==> src/rtl/can_rx_frame_fifo.sv <==
// CAN receive frame store: NFILT ID/mask acceptance filters in front of a DEPTH-entry
// frame FIFO. The head entry and its accepting filter index are shown on rd_*.

module can_rx_acc_filter (
  input  logic        clk,
  input  logic        reset,
  input  logic        we,
  input  logic        cfg_en,
  input  logic        cfg_ext,
  input  logic [28:0] cfg_id,
  input  logic [28:0] cfg_mask,
  input  logic [28:0] fr_id,
  input  logic        fr_ext,
  output logic        en,
  output logic        match
);
  logic        ext;
  logic [28:0] id, mask;

  always_ff @(posedge clk or posedge reset) begin
    if (reset) begin
      en   <= 1'b0;
      ext  <= 1'b0;
      id   <= '0;
      mask <= '0;
    end else if (we) begin
      en   <= cfg_en;
      ext  <= cfg_ext;
      id   <= cfg_id;
      mask <= cfg_mask;
    end
  end

  assign match = en & (fr_ext == ext) & (((fr_id ^ id) & mask) == '0);
endmodule

module can_rx_frame_fifo #(
  parameter int DEPTH      = 4,
  parameter int NFILT      = 2,
  parameter int OVW_OLDEST = 0,
  parameter int WMARK      = 1,
  localparam int AW = $clog2(DEPTH),
  localparam int CW = $clog2(DEPTH + 1)
) (
  input  logic          clk,
  input  logic          reset,
  input  logic          fr_valid,
  input  logic [28:0]   fr_id,
  input  logic          fr_ext,
  input  logic          fr_rtr,
  input  logic [3:0]    fr_dlc,
  input  logic [63:0]   fr_data,
  input  logic          cfg_we,
  input  logic [2:0]    cfg_idx,
  input  logic          cfg_en,
  input  logic          cfg_ext,
  input  logic [28:0]   cfg_id,
  input  logic [28:0]   cfg_mask,
  input  logic          rd_pop,
  input  logic          ovf_clr,
  output logic [28:0]   rd_id,
  output logic          rd_ext,
  output logic          rd_rtr,
  output logic [3:0]    rd_dlc,
  output logic [63:0]   rd_data,
  output logic [2:0]    rd_hit,
  output logic [CW-1:0] count,
  output logic          empty,
  output logic          full,
  output logic          ovf,
  output logic          irq
);
  typedef struct packed {
    logic [28:0] id;
    logic        ext;
    logic        rtr;
    logic [3:0]  dlc;
    logic [63:0] data;
    logic [2:0]  hit;
  } entry_t;

  entry_t            mem [DEPTH];
  entry_t            head;
  logic [AW-1:0]     wr_ptr, rd_ptr;
  logic [NFILT-1:0]  flt_en, flt_match;
  logic [2:0]        sel_hit;
  logic              accepted, push_req, pop_do, wr_ok, overflow, ovw, wr_en;

  for (genvar k = 0; k < NFILT; k++) begin : g_flt
    can_rx_acc_filter u_flt (
      .clk      (clk),
      .reset    (reset),
      .we       (cfg_we && (cfg_idx == 3'(k))),
      .cfg_en   (cfg_en),
      .cfg_ext  (cfg_ext),
      .cfg_id   (cfg_id),
      .cfg_mask (cfg_mask),
      .fr_id    (fr_id),
      .fr_ext   (fr_ext),
      .en       (flt_en[k]),
      .match    (flt_match[k])
    );
  end

  // Scan from the top so the lowest matching index is the one left standing.
  always_comb begin
    sel_hit = 3'd0;
    for (int k = NFILT - 1; k >= 0; k--)
      if (flt_match[k]) sel_hit = 3'(k);
  end

  assign accepted = ~(|flt_en) | (|flt_match);
  assign push_req = fr_valid & accepted;
  assign pop_do   = rd_pop & ~empty;
  assign wr_ok    = push_req & (~full | pop_do);
  assign overflow = push_req & full & ~pop_do;
  assign ovw      = overflow & (OVW_OLDEST != 0);
  assign wr_en    = wr_ok | ovw;

  always_ff @(posedge clk) begin
    if (wr_en) mem[wr_ptr] <= '{id: fr_id, ext: fr_ext, rtr: fr_rtr, dlc: fr_dlc,
                                data: fr_data, hit: sel_hit};
  end

  always_ff @(posedge clk or posedge reset) begin
    if (reset) begin
      wr_ptr <= '0;
      rd_ptr <= '0;
      count  <= '0;
      ovf    <= 1'b0;
    end else begin
      if (wr_en)          wr_ptr <= wr_ptr + 1'b1;
      if (pop_do || ovw)  rd_ptr <= rd_ptr + 1'b1;
      if (wr_ok && !pop_do)      count <= count + CW'(1);
      else if (pop_do && !wr_ok) count <= count - CW'(1);
      // A fresh overflow beats a simultaneous clear.
      if (overflow)     ovf <= 1'b1;
      else if (ovf_clr) ovf <= 1'b0;
    end
  end

  assign empty = (count == '0);
  assign full  = (count == CW'(DEPTH));
  assign irq   = (count >= CW'(WMARK)) | ovf;

  assign head    = mem[rd_ptr];
  assign rd_id   = empty ? '0 : head.id;
  assign rd_ext  = empty ? 1'b0 : head.ext;
  assign rd_rtr  = empty ? 1'b0 : head.rtr;
  assign rd_dlc  = empty ? '0 : head.dlc;
  assign rd_data = empty ? '0 : head.data;
  assign rd_hit  = empty ? '0 : head.hit;
endmodule

==> config.mk <==
export PLATFORM = sky130hd
export DESIGN_NAME = can_rx_frame_fifo
export DESIGN_NICKNAME = d
export VERILOG_FILES = /design/src/rtl/can_rx_frame_fifo.sv
export SDC_FILE = /design/constraint.sdc
export NUM_CORES = 1
export LEC_CHECK = 0
export CORE_ASPECT_RATIO = 0.9
export CORE_MARGIN = 4
export CORE_UTILIZATION = 25
export DETAILED_ROUTE_END_ITERATION = 6
export SYNTH_ARGS = -nofsm -noshare
export SYNTH_HDL_FRONTEND = slang
export SYNTH_SLANG_ARGS = --single-unit
==> constraint.sdc <==
create_clock -name clk -period 7.8 [get_ports clk]
set_clock_uncertainty 0.2 [all_clocks]
set_input_delay 1.56 -clock clk [delete_from_list [all_inputs] [get_ports clk]]
set_output_delay 1.56 -clock clk [all_outputs]
set_load 0.05 [all_outputs]
==> out/metrics.yaml <==
pwr:
  power.density_nw_per_um2: 386
  vdd_drop_max_uv: 180
  power_frac_comb_pct: 38.8
  power_leakage_nw: 9.24
  p_switching_mw: 3.84
  switching_share_pct: 36.6
  pwr-share-seq_pct: 35.0
  p_int_mw: 6.64
  clkPwrFrac_pct: 26.2
worst_setup_path:
  slowest_stage: "dfrtp_4"
  max_stage_delay_ns: 0.93
  end_kind: "output pin"
  path_class: "reg -> out"
  required_ns: 6.04
  crit_fanout: 33
  path_cells: "buf_4 -> mux4_2 -> and2_1 -> clkdlybuf4s50_1"
  worstSetupStartpointType: "flip-flop"
  reg2reg_slack_ns: 4.58
  cp.arrival_ns: 3.78
status:
  outcome: "completed"
cts:
  clk_latency_ns: 0.60
  cts.hold.buffers_added: 0
  ctsRootBufferMaster: "clkbuf_16"
  cts_max_path_buffers: 3
  postCtsSetupRepairBufs: 0
  htreeDepth: 2
  cts.clk_slew.worst_paths_ns: 0.06
  cts_buffers: 59
  cts_sinks: 528
  cts_resized: 0
  cts_tree: "done"
yosys:
  yosysSeqAreaShare_pct: 72.5
  synth_top_area_cell: "edfxtp_1"
  yosys_warnings: 0
  yosysMostFrequentCell: "edfxtp_1"
  synthesis.area_sq_um: 21000
  ys_dominant_reg_cell: "edfxtp_1"
  synth_common_cells: "edfxtp_1, dfrtp_1, mux2_2"
  syn_area_per_cell_sq_um: 19.7
  synthDistinctLibCells: 33
  netlist_instances: 1066
  synth_enable_flop_cells: 400
  ys_async_sr_fraction_pct: 24.2
  post-synth-top-area-fraction_pct: 57.2
  ys_seq_elements: 528
  synthTopCellsByArea: "edfxtp_1, dfrtp_1, mux4_2"
routing:
  routed_wirelength_microns: 53700
  ant_nets: 0
  firstDrtPassIters: 5
  routedWlPerCell_microns: 21.1
  vias: 10913
  vias_per_cell: 4.29
  drc: 0
  drt_iter0_drc: 722
floorplanning:
  start_util_pct: 25.3
  pin_count: 277
  die_h_microns: 283
  die_area_sq_um: 88700
  row_count: 100
  die_x_microns: 313
  core_sq_um: 83000
hold_path:
  hold_class: "reg -> reg"
timing:
  rsz0062_at_grt: "no"
  timing.final.hold_violations: 0
  relSlewSlack_pct: 32.2
  finalMaxSlewViolations: 0
  setup_viol: 0
  timing.fmax_mhz: 180
  tns_ns: 0
  period_minus_slack_ns: 5.54
  holdWs_ns: 0.307
  fin_crit_sh_pct: 71.0
  worst_slew_pin_slew_ns: 1.02
  worst_slack_ns: 2.26
final_layout:
  stdcell_count: 2544
  syn_to_final_growth_pct: 29.1
  nNetsFinal: 1551
  drive_gt1_share_pct: 24.5
global_route:
  grt_first_pass_wirelength_microns: 78300
  grt_max_degree: 76
  overflow: 0
  grt_pass1_vias: 11755
  antenna_found_initial: 7
  grt_usage_pct: 11.8
placement:
  dp_slack_ns: 2.65
  portBuffers: 274
  place.gp.congestion: 0.762
  hpwl_microns: 36100
  place_inst: 2435
flow_run:
  max-cap-violations: 0
path summary, 6_finish.rpt:
| path | end | cells past startpoint | start |
|---|---|---|---|
| max | rd_id[4] | 4 | rd_ptr[0] |
| min | g_flt[0].u_flt.mask[0] | 1 | g_flt[0].u_flt.mask[0] |
| max reg2reg | mem[2][18] | 7 | g_flt[0].u_flt.id[20] |
| min reg2reg | g_flt[0].u_flt.mask[0] | 1 | g_flt[0].u_flt.mask[0] |
| max in group asynchronous | g_flt[1].u_flt.id[17] | 3 | reset |
| min in group asynchronous | g_flt[1].u_flt.id[9] | 2 | reset |
power groups by stage:
stage                     Clock, mW  Sequential, mW  Combinational [mW]
after global placement            0            3.71                4.15
after floorplan                   0            3.61                2.82
final                          2.75            3.66                4.06
after global routing           2.95            3.71                4.29
after detailed placement          0            3.73                4.16
after CTS                      2.83            3.68                4.17
sequential cells by signal, indices dropped and copies added (netlist names):
name / flops
count: 3
g_flt.u_flt.en: 2
g_flt.u_flt.ext: 2
g_flt.u_flt.id: 58
g_flt.u_flt.mask: 58
mem: 400
ovf: 1
rd_ptr: 2
wr_ptr: 2
stage by stage:
step                      instance area, sq um  power (mW)  util (%)
final                                    27100        10.5      32.7
after global routing                     27100        11.0      32.7
after CTS                                27100        10.7      32.7
after detailed placement                 25200        7.89      30.3
after global placement                   25200        7.86      30.3
after floorplan                          21000        6.43         -
placed cells by master, fill, tap and decap left out, types with 13 or more instances in the layout:
cell type,n
edfxtp_1,400
clkdlybuf4s50_1,274
dfrtp_1,126
mux2_2,119
and2_1,102
mux4_2,100
xor2_1,61
clkbuf_16,61
a22oi_1,37
buf_4,19
clkinv_2,15
inv_1,13
per-layer routing:
| layer | share of wire, % | track usage, % |
|---|---|---|
| met1 | 43 | 15.6 |
| met5 | 0.017 | 0 |
| met2 | 48 | 19.7 |
| met3 | 6.0 | 2.86 |
| met4 | 2.3 | 3.01 |
final cells by class:
class | count | area (sq um)
Timing Repair Buffer | 294 | 2910
Clock inverter | 31 | 298
Tap cell | 1122 | 1400
Inverter | 14 | 55.1
Fill cell | 7949 | 55900
Antenna cell | 2 | 5.00
Clock buffer | 76 | 1630
Multi-Input combinational cell | 477 | 5580
Sequential cell | 528 | 15200
cell families (layout without fill, tap and decap cells):
kind of cell               after synthesis  after routing  share of synthesized area [%]
buffers and inverters                   62            415                           1.26
DFF                                    528            528                           72.5
and+or+nand+nor                        135            135                           4.03
adders and majority gates                9              9                          0.536
muxes                                  221            221                           17.2
AOI/OAI and AO/OA                       44             44                           1.69
xor gates and xnor gates                66             66                           2.75
other                                    1              4                         0.0179
worst max-delay path: cells and delay by family, from the launching register on:
| family | cells | cell delay [ns] |
|---|---|---|
| buffers and inverters | 2 | 1.38 |
| DFF | 1 | 0.93 |
| muxes | 1 | 0.59 |
| and+or+nand+nor | 1 | 0.21 |
No activity file was read; power rests on OpenSTA's default activity.
